**config.mk**
```make
export PLATFORM = sky130hd
export DESIGN_NAME = btn_deb_rpt
export DESIGN_NICKNAME = d
export VERILOG_FILES = /design/src/rtl/btn_deb_rpt.sv
export SDC_FILE = /design/constraint.sdc
export NUM_CORES = 1
export LEC_CHECK = 0
export BUFFER_PORTS_ARGS = -buffer_cell sky130_fd_sc_hd__buf_4
export CORE_UTILIZATION = 45
export DETAILED_ROUTE_END_ITERATION = 8
export MAX_ROUTING_LAYER = met4
export PLACE_DENSITY = 0.74
export SYNTH_ARGS = -nofsm -noshare
export SYNTH_HDL_FRONTEND = slang
export SYNTH_SLANG_ARGS = --single-unit
```
**constraint.sdc**
```tcl
create_clock -name clk -period 2.4 [get_ports clk]
set_input_delay 0.36 -clock clk [delete_from_list [all_inputs] [get_ports clk]]
set_output_delay 0.36 -clock clk [all_outputs]
set_load 0.01 [all_outputs]
```
**src/rtl/btn_deb_rpt.sv**
```systemverilog
// btn_deb_rpt: multi-channel button debouncer with press/release strobes, long-press flag and auto-repeat
module btn_deb_rpt #(
  parameter int N       = 4,
  parameter int DEB     = 8,
  parameter int RPT_DLY = 500,
  parameter int RPT_PER = 100
) (
  input  logic         clk,
  input  logic         rst_n,
  input  logic         ce,
  input  logic [N-1:0] btn,
  input  logic [N-1:0] rpt_en,
  output logic [N-1:0] st,
  output logic [N-1:0] rel,
  output logic [N-1:0] lvl,
  output logic [N-1:0] long
);
  typedef enum logic [1:0] {IDLE, HELD, RPT} state_t;
  logic [N-1:0] s1, s;
  always_ff @(posedge clk) begin
    s1 <= rst_n ? btn : '0;
    s  <= rst_n ? s1 : '0;
  end
  for (genvar i = 0; i < N; i++) begin : g_ch
    state_t     state, state_nx;
    logic [7:0] dc;
    logic [9:0] rc, rc_nx;
    logic       lvl_q, long_q, st_q, rel_q;
    logic       long_nx, st_nx, rel_nx;
    logic       diff, flip, rise, fall, dly_hit, per_hit;
    assign diff    = s[i] ^ lvl_q;
    assign flip    = ce && diff && dc == 8'(DEB - 1);
    assign rise    = flip && !lvl_q;
    assign fall    = flip && lvl_q;
    assign dly_hit = rc == 10'(RPT_DLY - 1);
    assign per_hit = rc == 10'(RPT_PER - 1);
    always_ff @(posedge clk) begin
      if (!rst_n) begin
        state  <= IDLE;
        dc     <= '0;
        rc     <= '0;
        lvl_q  <= 1'b0;
        long_q <= 1'b0;
        st_q   <= 1'b0;
        rel_q  <= 1'b0;
      end else begin
        state  <= state_nx;
        dc     <= !ce ? dc : (!diff || flip) ? '0 : dc + 8'd1;
        rc     <= rc_nx;
        lvl_q  <= lvl_q ^ flip;
        long_q <= long_nx;
        st_q   <= st_nx;
        rel_q  <= rel_nx;
      end
    end
    // a release on the same tick as a delay/period expiry takes priority
    always_comb begin
      state_nx = state;
      rc_nx    = rc;
      long_nx  = long_q;
      if (fall) begin
        state_nx = IDLE;
        rc_nx    = '0;
        long_nx  = 1'b0;
      end else if (rise) begin
        state_nx = HELD;
        rc_nx    = '0;
      end else if (ce && state == HELD && (long_q || dly_hit)) begin
        state_nx = rpt_en[i] ? RPT : HELD;
        rc_nx    = '0;
        long_nx  = 1'b1;
      end else if (ce && state == HELD) begin
        rc_nx = rc + 10'd1;
      end else if (ce && state == RPT) begin
        rc_nx = per_hit ? '0 : rc + 10'd1;
      end
    end
    always_comb begin
      st_nx  = rise || (ce && !fall && rpt_en[i] &&
               ((state == HELD && !long_q && dly_hit) || (state == RPT && per_hit)));
      rel_nx = fall;
    end
    assign lvl[i]  = lvl_q;
    assign long[i] = long_q;
    assign st[i]   = st_q;
    assign rel[i]  = rel_q;
  end
endmodule

```
==> impl_metrics.env <==
export IMPL_max_stage_delay_ns=0.35
export IMPL_p_leak_nw=1.90
export IMPL_grt_start_max_net_pins=30
export IMPL_postCtsHoldBufs=0
export IMPL_clk_latency_ns=0.38
export IMPL_synth_avg_cell_area_sq_um=8.78
export IMPL_tns_ns=0
export IMPL_worstPathArrival_ns=2.48
export IMPL_portBuffers=26
export IMPL_grt_remaining_overflow=0
export IMPL_use_met2_pct=30.6
export IMPL_switching_share_pct=24.0
export IMPL_power_frac_clock_pct=38.7
export IMPL_drtAntennaViolNets=0
export IMPL_register_area_sq_mm=0.00208
export IMPL_holdPathStages=2
export IMPL_nNetsFinal=608
export IMPL_synth_cells=562
export IMPL_routed_wl_um=9080
export IMPL_worst_clock_skew_ns=0.0113
export IMPL_worstPathRequired_ns=2.70
export IMPL_rr_worst_depth=9
export IMPL_status="complete, no violations"
export IMPL_fp_dieW_um=107
export IMPL_first_global_vias=3720
export IMPL_cp_common_cell="ha_1"
export IMPL_async_flop_share_pct=0
export IMPL_clock_sinks=104
export IMPL_combPwrFrac_pct=3.5
export IMPL_cts_clk_slew_worst_paths_ns=0.10
export IMPL_cts_setup_buffers=0
export IMPL_synth_seq_area_share_pct=42.2
export IMPL_row_count=37
export IMPL_numCtsBuffers=9
export IMPL_grt_util_met1_pct=19.5
export IMPL_drtIter0Drc=134
export IMPL_synth_nets=589
export IMPL_num_io_pins=27
export IMPL_drv_slew=0
export IMPL_chipHeight_um=107
export IMPL_syn_to_final_growth_pct=9.67
export IMPL_start_util_pct=47.1
export IMPL_min_period_ns=2.18
export IMPL_finalHoldViolCount=0
export IMPL_rsz0062_at_grt="no"
export IMPL_synth_warnings=0
export IMPL_p_sw_mw=0.725
export IMPL_synthFlopType="dfxtp_1"
export IMPL_crit_path_end_kind="register"
export IMPL_tritoncts="yes"
export IMPL_path_max_fanout=8
export IMPL_synth_cell_type_count=48
export IMPL_cts_buffer_depth=2
export IMPL_p_per_area_mw_per_mm2=558
export IMPL_drive_gt1_share_pct=9.56
export IMPL_tightest_slew_ns=0.767
export IMPL_worstPathCellList="ha_1, and3_1, nand3_1, nor2_1, ha_1, nor2b_1, and2_1, o2111ai_1, a21oi_1"
export IMPL_maxCapViolCount=0
export IMPL_drc_errors=0
export IMPL_crit_slowest_cell="dfxtp_1"
export IMPL_root_buffer="clkbuf_8"
export IMPL_peakVddDrop_mv=0.384
export IMPL_seqPwrFrac_pct=57.8
export IMPL_final_setup_viol_count=0
export IMPL_final_period_utilization_pct=90.8
export IMPL_n_fill_cell=991
export IMPL_cts_resized=0
export IMPL_synth_edf_count=0
export IMPL_critPathKind="register to register"
export IMPL_drtPass1Iterations=4
export IMPL_min_path_type="input port to register"
export IMPL_antenna_found_initial=0
export IMPL_gp_congestion=0.871
export IMPL_ys_ff_latch=104
export IMPL_coreArea_sq_mm=0.0105
export IMPL_fmax_ghz=0.459
export IMPL_grt_pass1_wl_um=15800
export IMPL_multi_input_area_sq_mm=0.00266
export IMPL_htreeDepth=3
export IMPL_insertedDiodeCount=0
export IMPL_maxSlewHeadroom_pct=48.5
export IMPL_viasPerCell=5.31
export IMPL_startpoint_type="register"
export IMPL_grt_util_met3_pct=4.32
export IMPL_num_vias=3832
export IMPL_post_route_util_pct=51.7
export IMPL_dp_hpwl_um=6660
export IMPL_wl_per_cell_um=12.6
export IMPL_busiest_layer="met2"
export IMPL_track_usage_pct=17.6
export IMPL_syn_area_sq_mm=0.00493
export IMPL_design_die_area_sq_mm=0.0114
export IMPL_p_int_mw=2.29
path summary, 6_finish.rpt:
check | start | to | slack (ns)
setup reg to reg | g_ch[0].dc[0] | g_ch[0].rc[9] | 0.22
setup / recovery | g_ch[0].dc[0] | g_ch[0].rc[9] | 0.22
hold reg to reg | s1[0] | s[0] | 0.44
hold / removal | rpt_en[1] | g_ch[1].state[0] | 0.18
critical path: cells and delay by family, from the launching register on:
kind                       cells  cell delay, ns
and+or+nand+nor                5            0.78
adders and majority gates      2            0.42
AOI/OAI and AO/OA              2            0.56
DFF                            1            0.35
registers in the layout, summed over array words and instances, names as in the netlist:
| signal | flops |
|---|---|
| g_ch.long_q | 4 |
| g_ch.rel_q | 4 |
| g_ch.state | 8 |
| g_ch.st_q | 4 |
| s1 | 4 |
| g_ch.rc | 40 |
| s | 4 |
| g_ch.lvl_q | 4 |
| g_ch.dc | 32 |
per-layer routing:
metal	routed length [um]	share of wire (%)
met3	264	2.9
met2	4430	49
met4	139	1.5
met5	0	0
met1	4240	47
power groups by stage:
stage / Sequential, mW / Combinational, mW / Clock, mW
finish: 1.75 / 0.105 / 1.17
global route: 1.75 / 0.117 / 1.28
CTS: 1.75 / 0.105 / 1.21
detailed placement: 1.79 / 0.104 / 0
global placement: 1.79 / 0.102 / 0
floorplan: 1.78 / 0.0707 / 0
cell type report:
type / count / area share [%]
Multi-Input combinational cell: 424 / 49.2
Sequential cell: 104 / 38.5
Timing Repair Buffer: 32 / 4.44
Tap cell: 136 / 3.15
Clock buffer: 9 / 2.29
Clock inverter: 7 / 1.76
Inverter: 10 / 0.694
layout by cell type, fill, tap and decap left out, drive strengths merged, types with 4 or more instances in the layout:
master	synthesis	routed
and4	4	4
o21ai	11	11
nor4	8	8
xor2	24	24
a31oi	6	6
buf	19	32
and2	15	15
xnor2	47	47
nor3b	4	4
and3	4	4
nor3	19	19
nand3	17	17
nand4b	4	4
nand4	29	29
or3	4	4
inv	10	14
a21oi	10	10
clkbuf	5	9
dfxtp	104	104
nand3b	4	4
o21a	10	10
mux2i	4	4
nor4b	5	5
ha	16	16
nor2b	17	17
nand2	46	46
nor2	92	92
synthesized netlist by cell type, types with 2 or more instances:
library cell	number	area (sq um)
dfxtp_1	104	2080
nor2_1	92	345
xnor2_1	47	412
nand2_1	46	173
nand4_1	29	181
xor2_1	24	210
nor3_1	19	95.1
nand3_1	17	85.1
nor2b_1	17	106
buf_4	16	120
ha_1	16	200
and2_1	15	93.8
a21oi_1	10	50.1
inv_1	10	37.5
o21a_1	10	75.1
o21ai_0	10	50.1
nor4_1	8	50.1
a31oi_1	6	37.5
clkbuf_1	5	18.8
and3_1	4	25.0
and4_1	4	35.0
mux2i_1	4	40.0
nand3b_1	4	30.0
nand4b_1	4	35.0
nor3b_1	4	30.0
nor4b_1	4	35.0
or3_1	4	25.0
a211oi_1	3	22.5
and3b_1	3	26.3
nand2b_1	3	18.8
buf_2	2	10.0
nor4bb_1	2	20.0
metrics by stage:
| step | cell area [sq um] | power (mW) | instances | setup slack (ns) | hold WS (ns) |
|---|---|---|---|---|---|
| 2_1_floorplan | 4930 | 1.85 | 562 | 0.536 | 0.412 |
| 3_3_place_gp | 5180 | 1.89 | 705 | 0.308 | 0.421 |
| 3_5_place_dp | 5180 | 1.89 | 705 | 0.232 | 0.419 |
| 4_1_cts | 5400 | 3.06 | 721 | 0.200 | 0.154 |
| 5_1_grt | 5410 | 3.15 | 722 | 0.0133 | 0.155 |
| 6_report | 5410 | 3.02 | 722 | 0.220 | 0.177 |
kinds of logic after synthesis:
family                     after synthesis  share of synthesized area [%]
DFF                                    104                           42.2
muxes                                    4                          0.812
xor gates and xnor gates                71                           12.6
and+or+nand+nor                        284                           29.7
buffers and inverters                   34                           3.86
AOI/OAI and AO/OA                       49                           6.80
adders and majority gates               16                           4.06
(Power assumes the default switching activity.)
